===== config.mk =====
export PLATFORM = sky130hd
export DESIGN_NAME = i2s_stereo_tx
export DESIGN_NICKNAME = d
export VERILOG_FILES = /design/src/rtl/i2s_stereo_tx.sv
export SDC_FILE = /design/constraint.sdc
export NUM_CORES = 1
export LEC_CHECK = 0
export BUFFER_PORTS_ARGS = -buffer_cell sky130_fd_sc_hd__buf_2
export CORE_MARGIN = 4
export CORE_UTILIZATION = 40
export DETAILED_ROUTE_END_ITERATION = 7
export GPL_TIMING_DRIVEN = 0
export SLEW_MARGIN = 0
export SYNTH_ARGS = -nofsm -noshare
export SYNTH_HDL_FRONTEND = slang
export SYNTH_SLANG_ARGS = --single-unit

===== constraint.sdc =====
create_clock -name clock -period 2.32 [get_ports clock]
set_clock_uncertainty 0.05 [all_clocks]
set_input_delay 0.232 -clock clock [delete_from_list [all_inputs] [get_ports clock]]
set_output_delay 0.232 -clock clock [all_outputs]
set_load 0.02 [all_outputs]

===== src/rtl/i2s_stereo_tx.sv =====
// i2s_stereo_tx: pops paired left/right samples, rescales and saturates them
// to signed PCM, and serializes each pair as an I2S frame. The system clock
// is divided down to produce bclk and lrclk.
// Optional feature macro: I2S_HOLD_ON_UNDERRUN_EN. When it is defined, an
// underrun frame repeats the previous frame word instead of sending silence.
module i2s_stereo_tx #(
  parameter int DATA_WIDTH   = 32,
  parameter int SAMPLE_WIDTH = 16,
  parameter int FRAC_SHIFT   = 10,
  parameter int BCLK_DIV     = 4
) (
  input  logic                  clock,
  input  logic                  reset,
  input  logic                  enable,
  input  logic [DATA_WIDTH-1:0] left_dout,
  input  logic                  left_empty,
  output logic                  left_rd_en,
  input  logic [DATA_WIDTH-1:0] right_dout,
  input  logic                  right_empty,
  output logic                  right_rd_en,
  output logic                  bclk,
  output logic                  lrclk,
  output logic                  sdata,
  output logic                  frame_done,
  output logic [15:0]           underrun_count
);
  localparam int FW     = 2 * SAMPLE_WIDTH;
  localparam int DIV_W  = $clog2(BCLK_DIV);
  localparam int SLOT_W = $clog2(FW);
  localparam logic [DIV_W-1:0]  DIV_LAST  = DIV_W'(BCLK_DIV - 1);
  localparam logic [SLOT_W-1:0] SLOT_LAST = SLOT_W'(FW - 1);
  localparam logic [SLOT_W-1:0] HALF_LAST = SLOT_W'(SAMPLE_WIDTH - 1);
  localparam logic signed [DATA_WIDTH-1:0] PCM_MAX =
    {{(DATA_WIDTH-SAMPLE_WIDTH+1){1'b0}}, {(SAMPLE_WIDTH-1){1'b1}}};
  localparam logic signed [DATA_WIDTH-1:0] PCM_MIN =
    {{(DATA_WIDTH-SAMPLE_WIDTH+1){1'b1}}, {(SAMPLE_WIDTH-1){1'b0}}};

  typedef enum logic [1:0] {IDLE, PRIME, RUN} state_t;

  state_t              state_reg, state_next;
  logic [DIV_W-1:0]    div_reg, div_next;
  logic [SLOT_W-1:0]   slot_reg, slot_next;
  logic [SLOT_W-1:0]   prime_reg, prime_next;
  logic                bclk_reg, bclk_next;
  logic                lrclk_reg, lrclk_next;
  logic                sdata_reg, sdata_next;
  logic                frame_done_reg, frame_done_next;
  logic [FW-1:0]       word_reg, word_next;
  logic [FW-1:0]       shadow_reg, shadow_next;
  logic                shadow_valid_reg, shadow_valid_next;
  logic                pend_reg, pend_next;
  logic [15:0]         underrun_reg, underrun_next;
  logic                pop;
  logic                fall;
  logic                frame_start;
  logic [SLOT_W-1:0]   bit_idx;

  // Arithmetic shift then clamp into the signed PCM range.
  function automatic logic [SAMPLE_WIDTH-1:0] to_pcm(input logic [DATA_WIDTH-1:0] d);
    logic signed [DATA_WIDTH-1:0] s;
    s = $signed(d) >>> FRAC_SHIFT;
    if (s > PCM_MAX) s = PCM_MAX;
    else if (s < PCM_MIN) s = PCM_MIN;
    return s[SAMPLE_WIDTH-1:0];
  endfunction

  // Both FIFOs are popped together; a pending capture blocks a second pop.
  assign pop = (state_reg != IDLE) && !left_empty && !right_empty &&
               !shadow_valid_reg && !pend_reg;
  assign left_rd_en     = pop;
  assign right_rd_en    = pop;
  assign bclk           = bclk_reg;
  assign lrclk          = lrclk_reg;
  assign sdata          = sdata_reg;
  assign frame_done     = frame_done_reg;
  assign underrun_count = underrun_reg;
  assign bit_idx        = SLOT_LAST - slot_reg;

  // Next-state logic: divider, slot sequencing, frame load and shadow refill.
  always_comb begin
    state_next        = state_reg;
    div_next          = div_reg;
    slot_next         = slot_reg;
    prime_next        = prime_reg;
    bclk_next         = bclk_reg;
    lrclk_next        = lrclk_reg;
    sdata_next        = sdata_reg;
    frame_done_next   = 1'b0;
    word_next         = word_reg;
    shadow_next       = shadow_reg;
    shadow_valid_next = shadow_valid_reg;
    pend_next         = pop;
    underrun_next     = underrun_reg;
    fall              = 1'b0;
    frame_start       = 1'b0;

    if (state_reg == IDLE) begin
      if (enable) state_next = PRIME;
    end else begin
      if (div_reg == DIV_LAST) begin
        div_next  = '0;
        bclk_next = ~bclk_reg;
        fall      = bclk_reg;
      end else begin
        div_next = div_reg + DIV_W'(1);
      end
    end

    if (fall) begin
      if (state_reg == PRIME) begin
        if (shadow_valid_reg || prime_reg == SLOT_LAST) frame_start = 1'b1;
        else prime_next = prime_reg + SLOT_W'(1);
      end else if (slot_reg == SLOT_LAST) begin
        frame_start = 1'b1;
      end else begin
        // Entering slot k = slot+1 sends W[FW-k], one bit behind lrclk.
        slot_next  = slot_reg + SLOT_W'(1);
        sdata_next = word_reg[bit_idx];
        lrclk_next = (slot_reg >= HALF_LAST);
      end
    end

    if (frame_start) begin
      frame_done_next = 1'b1;
      prime_next      = '0;
      slot_next       = '0;
      if (!enable) begin
        state_next = IDLE;
        bclk_next  = 1'b0;
        lrclk_next = 1'b0;
        sdata_next = 1'b0;
        div_next   = '0;
      end else begin
        state_next = RUN;
        lrclk_next = 1'b0;
        sdata_next = word_reg[0];
        if (shadow_valid_reg) begin
          word_next         = shadow_reg;
          shadow_valid_next = 1'b0;
        end else begin
`ifdef I2S_HOLD_ON_UNDERRUN_EN
          word_next = word_reg;
`else
          word_next = '0;
`endif
          if (underrun_reg != 16'hFFFF) underrun_next = underrun_reg + 16'd1;
        end
      end
    end

    // Capture lands after any same-cycle load, so new data survives it.
    if (pend_reg) begin
      shadow_next       = {to_pcm(left_dout), to_pcm(right_dout)};
      shadow_valid_next = 1'b1;
    end
  end

  // State registers with asynchronous active-low reset.
  always_ff @(posedge clock or negedge reset) begin
    if (!reset) begin
      state_reg        <= IDLE;
      div_reg          <= '0;
      slot_reg         <= '0;
      prime_reg        <= '0;
      bclk_reg         <= 1'b0;
      lrclk_reg        <= 1'b0;
      sdata_reg        <= 1'b0;
      frame_done_reg   <= 1'b0;
      word_reg         <= '0;
      shadow_reg       <= '0;
      shadow_valid_reg <= 1'b0;
      pend_reg         <= 1'b0;
      underrun_reg     <= '0;
    end else begin
      state_reg        <= state_next;
      div_reg          <= div_next;
      slot_reg         <= slot_next;
      prime_reg        <= prime_next;
      bclk_reg         <= bclk_next;
      lrclk_reg        <= lrclk_next;
      sdata_reg        <= sdata_next;
      frame_done_reg   <= frame_done_next;
      word_reg         <= word_next;
      shadow_reg       <= shadow_next;
      shadow_valid_reg <= shadow_valid_next;
      pend_reg         <= pend_next;
      underrun_reg     <= underrun_next;
    end
  end
endmodule


Yosys cells after proc, flatten, opt, wreduce, memory -nomap -nowiden
Index checks and enable logic that the tools add are counted.
Widths: inputs -> output; s select.
- reductions and logical operators: 23
- $add $sub $neg: 5
- magnitude comparators: 6
- muxes and demuxes: 46
- bitwise logic cells: 2
- equal/unequal tests: 8
- operators with widths (cell ; number):
    $mux 16 ; 4
    $gt 22x16->1 const B ; 2
    $lt 22x16->1 const B ; 2
    $mux 5 ; 8
    $mux 32 ; 1
    $mux 1 ; 24
    $add 16x1->16 const B ; 1
    $mux 2 ; 8
    $ne 16x16->1 const B ; 1
    $reduce_bool 2->1 ; 7
    $add 5x1->5 const B ; 2
    $eq 5x5->1 const B ; 2
    $lt 5x6->1 const B ; 1
    $ne 2x2->1 const B ; 3
    $reduce_and 2->1 ; 3
    $reduce_and 3->1 ; 2
    $bmux 1 s5 ; 1
    $ge 5x4->1 const B ; 1
    $sub 5x5->5 const A ; 1
    $logic_and 1x1->1 ; 4
    $logic_not 1->1 ; 4
    $reduce_and 4->1 ; 1
    $add 2x1->2 const B ; 1
    $eq 2x1->1 const B ; 1
    other kinds (4) ; 5
- output and inout port bits: 22
- input port bits: 69
- register bits: 100
- word-level logic and storage cells: 103

Longest topological paths before layout
- depth in word-level cells: 7
- gate-level depth with buffers: 10
- mapped depth without buffers: 8

Worst setup path before layout
OpenSTA, ideal clock, no wires.
- kind: flip-flop to flip-flop
- start point: register prime_reg[0]
- end point: register state_reg[1]
- path buffers: 2
- arrival time: 1.898 ns
- stages on the path, launching flop included: 10
- data required time: 2.140 ns
- path slack: 0.242 ns
- setup time: 0.130 ns
- period minus slack after synthesis: 2.078 ns
- cells stage by stage: dfrtp_1 -> ha_1 -> and3_1 -> ha_1 -> nor2_1 -> o21ai_4 -> nand2_1 -> clkbuf_1 -> buf_2 -> o21ai_0
- word-level cells in the longest chain between the ends: 7
- elaborated cells between the ends (all ways): 9
- classes of those cells: 1 x eq/ne; 4 x mux; 4 x reduce/logical
- RTL lines (item ; line ; RTL):
    start: declaration ; 43 ; logic [SLOT_W-1:0] prime_reg, prime_next;
    start signal: assignment ; 178 ; prime_reg <= prime_next;
    $eq 5x5->1 (*) ; 111 ; if (shadow_valid_reg || prime_reg == SLOT_LAST) frame_start = 1'b1;
    $logic_or 1x1->1 (*) ; 111 ;
    $mux 1 (*) ; 111 ;
    $mux 1 (*) ; 110 ; if (state_reg == PRIME) begin
    $mux 1 (*) ; 109 ; if (fall) begin
    $reduce_bool 2->1 (no line) ; -- ;
    $reduce_and 2->1 (no line) ; -- ;
    end signal: assignment ; 175 ; state_reg <= state_next;
    end: declaration ; 40 ; state_t state_reg, state_next;
Mark *: on every way between the ends. The rest lies on a longest branch, timed or not.
A chain may end at the register's enable or synchronous reset.

Final worst setup path
- start point: register shadow_valid_reg
- end point: output right_rd_en
- word-level cells in the longest chain between the ends: 3
- RTL lines (item ; line ; RTL):
    start: declaration ; 50 ; logic shadow_valid_reg, shadow_valid_next;
    start signal: assignment ; 185 ; shadow_valid_reg <= shadow_valid_next;
    $logic_not 1->1 ; 69 ; !shadow_valid_reg && !pend_reg;
    $logic_and 1x1->1 ; 68 ; assign pop = (state_reg != IDLE) && !left_empty && !right_empty &&
    $logic_and 1x1->1 ; 69 ;
    end: declaration ; 20 ; output logic right_rd_en,
Every way passes these cells.

==> results.md <==
* Root Driver: clkbuf_16
* Mux cell area share after synthesis at 4.48%
* Post-DP HPWL at roughly 7400 um
* Lkg Pwr at a little under 3 nW
* PwrDens at 784 nW/um^2
* # placed instances at 699
* Outcome: completed
* Vias per cell at about 5.3
* Tmin final at 2.23 ns
* Mapped Nets at 562
* Starting Density at 41.2%
* Final setup violation count at 0
* Met2 Resource Use GR at between 20% and 30%
* Tot GR Track Use at 16.0%
* Simple-Gate Fraction of Synth Area at a little under a fifth
* Async SR Flop Fraction at 100%
* Width of the chip at 117 um
* Fin util at 50.2%
* Sequential-to-total area share from yosys stat at 53.0%
* Met3 Usage GRT at 2.38%
* Kind of critical path: register to output port
* Most frequent cells after synthesis: dfrtp_1 (100), nand2_1 (91), nor2_1 (41), o21ai_0 (41), inv_1 (35)
* Synth Flop Type: dfrtp_1
* Largest net degree at the start of global routing at 55
* Relative slew slack at 58.0%
* Area leader, netlist: dfrtp_1
* Vias at 3760
* Max-cap viol count at 0
* Worst path buffer plus inverter count at 3
* Chip Height at 117 um
* Ys Warns at 0
* # diodes at 0
* Storage cell area at roughly 2500 um^2
* Number of synthesized register bits at 100
* Global route overflow at 0
* Antenna violations before repair at 0
* Gr busiest metal: met2
* CP arrival at 1.94 ns
* Top Family by Delay on Critical Path: simple AND/OR/NAND/NOR gates
* Worst IR Drop VDD at around 0.00034 V
* Hold path cells at 3
* DRT Wirelength at 10300 um
* Routed len/inst at 14.4 um
* Area contributors post-synth: dfrtp_1 (53%), nand2_1 (7.2%), o21ai_0 (4.3%)
* Fin cells at 715
* GR Util met1 at 21.2%
* Worst Setup End Kind: output port
* CP max stage delay at 0.55 ns
* Synth Cell Area at around 4700 um^2
* Yosys top cell area share at about 53%
* Fmax at 449 MHz
* Compound-gate portion of the synthesized area at 13.4%
* Reg clk slew, reported paths at 0.07 ns
* Number of CTS-inserted buffers at 9
* First-pass GRT wire length at 17500 um
* Core region area at ~11000 um^2
* DRC viols at 0
* Clock sinks at 100
* Post-Synth XOR/XNOR Area at 2.78%
* Area Growth Syn to Fin at 21.9%
* Post-DRT Antenna Nets at 0
* Worst EP required at between 2 and 2.5 ns
* CP cell instances: buf_2 -> or4_1 -> nor2_2 -> buf_4 -> buf_2
* Final Hold Fails at 0
* Vias in the first global route at 3709
* Avg Cell Area, Syn at between 9 and 10 um^2
* Final nets at about 640
* Slew Limit Fails at 0
* Worst hold margin at 0.0768 ns
* WP depth at 5
* R2R cell count at 7
* Slew of the pin with the lowest slew margin at 0.630 ns
* CTS tree: done
* Synth Instances at between 400 and 500
* I/O pins at 91
* Maximum root-to-sink buffer count at 2
* Post-Synth Adder-Cell Area at 2.12%
* Crit path top cell by count: buf_2
* Post-synth EDFFs at 0
* Area taken by multi-input logic gates at ~2000 um^2
* Slowest CP cell: or4_1
* # H-tree levels at 3
* Row Count at 39
* IO Port Bufs at 70
* Die area at between 10000 and 15000 um^2
* Final setup margin at 0.0942 ns
* Yosys cell types at 53
* Top-count cell post-synth: dfrtp_1
* Hold Path Class: input port to register
* Fillers at around 1100
* DR pass1 iterations at 4
* Setup crit start kind: register
* Share of layout cells above drive strength 1 at 24.1%
* Combinational family with the most area after synthesis: simple AND/OR/NAND/NOR gates
* RSZ-0062 raised after global routing: no
* Final Wtd Congestion at between 0.7 and 0.8
* Worst-path fanout max at 10
* Pre-CTS setup slack at -0.175 ns
* DR iter-0 viols at 171
* Fin crit share at 95.9%
* Worst skew pair latency at about 0.35 ns
[area by class of cell]
type,count,share of cell area [%]
Timing Repair Buffer,74,7.04
Inverter,35,2.28
Clock buffer,11,4.39
Sequential cell,100,43.5
Clock inverter,5,1.87
Buffer,24,2.28
Tap cell,143,3.11
Multi-Input combinational cell,323,35.5
[through the flow]
step	setup TNS [ns]	cell area [um^2]	power (mW)
2_1_floorplan	0	4720	2.56
3_3_place_gp	-17.52	5250	2.75
3_5_place_dp	-5.30	5280	2.77
4_1_cts	0	5650	4.56
5_1_grt	0	5760	4.75
6_report	0	5760	4.51
[logic make-up (layout without fill, tap and decap cells)]
group	after synthesis	after routing
simple gates	183	183
compound gates	102	102
flops	100	100
buf+inv	62	149
xor+xnor	15	15
mux	15	15
fa+ha+maj	8	8
[cell usage in the layout (no fill, tap or decap), drive strengths merged, types with 9 or more instances in the layout]
cell	instances
nor4	10
a21oi	9
dfrtp	100
clkbuf	27
buf	81
o22ai	31
nand3	9
inv	35
o21ai	42
nor2	42
xor2	14
nand2	91
[power by group]
part	internal [mW]	switching [mW]	total [mW]
registers	2.01	0.158	2.17
logic	0.279	0.289	0.568
clock network	1.12	0.661	1.78
[worst min-delay path, delay by kind of cell]
kind / cells / cell delay (ns)
buf+inv: 1 / 0.07
simple gates: 1 / 0.03
compound gates: 1 / 0.09
[timing repair]
action / 4_1_cts / 5_1_grt
setup endpoints to repair: 47 / 50
hold buffers: 1 / 0
gates resized for setup: 7 / 22
hold endpoints to repair: 46 / 0
buffers inserted: 0 / 2
pin swaps: 0 / 1
[routing by layer]
| layer | part of all wire, % | routed length (um) | vias to the layer above |
|---|---|---|---|
| li1 | - | - | 1846 |
| met2 | 49 | 5020 | 91 |
| met4 | 1.7 | 178 | 0 |
| met3 | 3.9 | 404 | 14 |
| met5 | 0 | 0 | - |
| met1 | 46 | 4720 | 1809 |
[final timing paths]
check | from | endpoint | slack (ns)
min in group asynchronous | reset | pend_reg | 0.40
max reg2reg | slot_reg[1] | sdata | 0.12
min reg2reg | word_reg[18] | word_reg[18] | 0.43
min | right_dout[21] | shadow_reg[11] | 0.08
max in group asynchronous | reset | shadow_reg[3] | 1.14
max | shadow_valid_reg | right_rd_en | 0.09
Power figures use the tool's default switching activity.
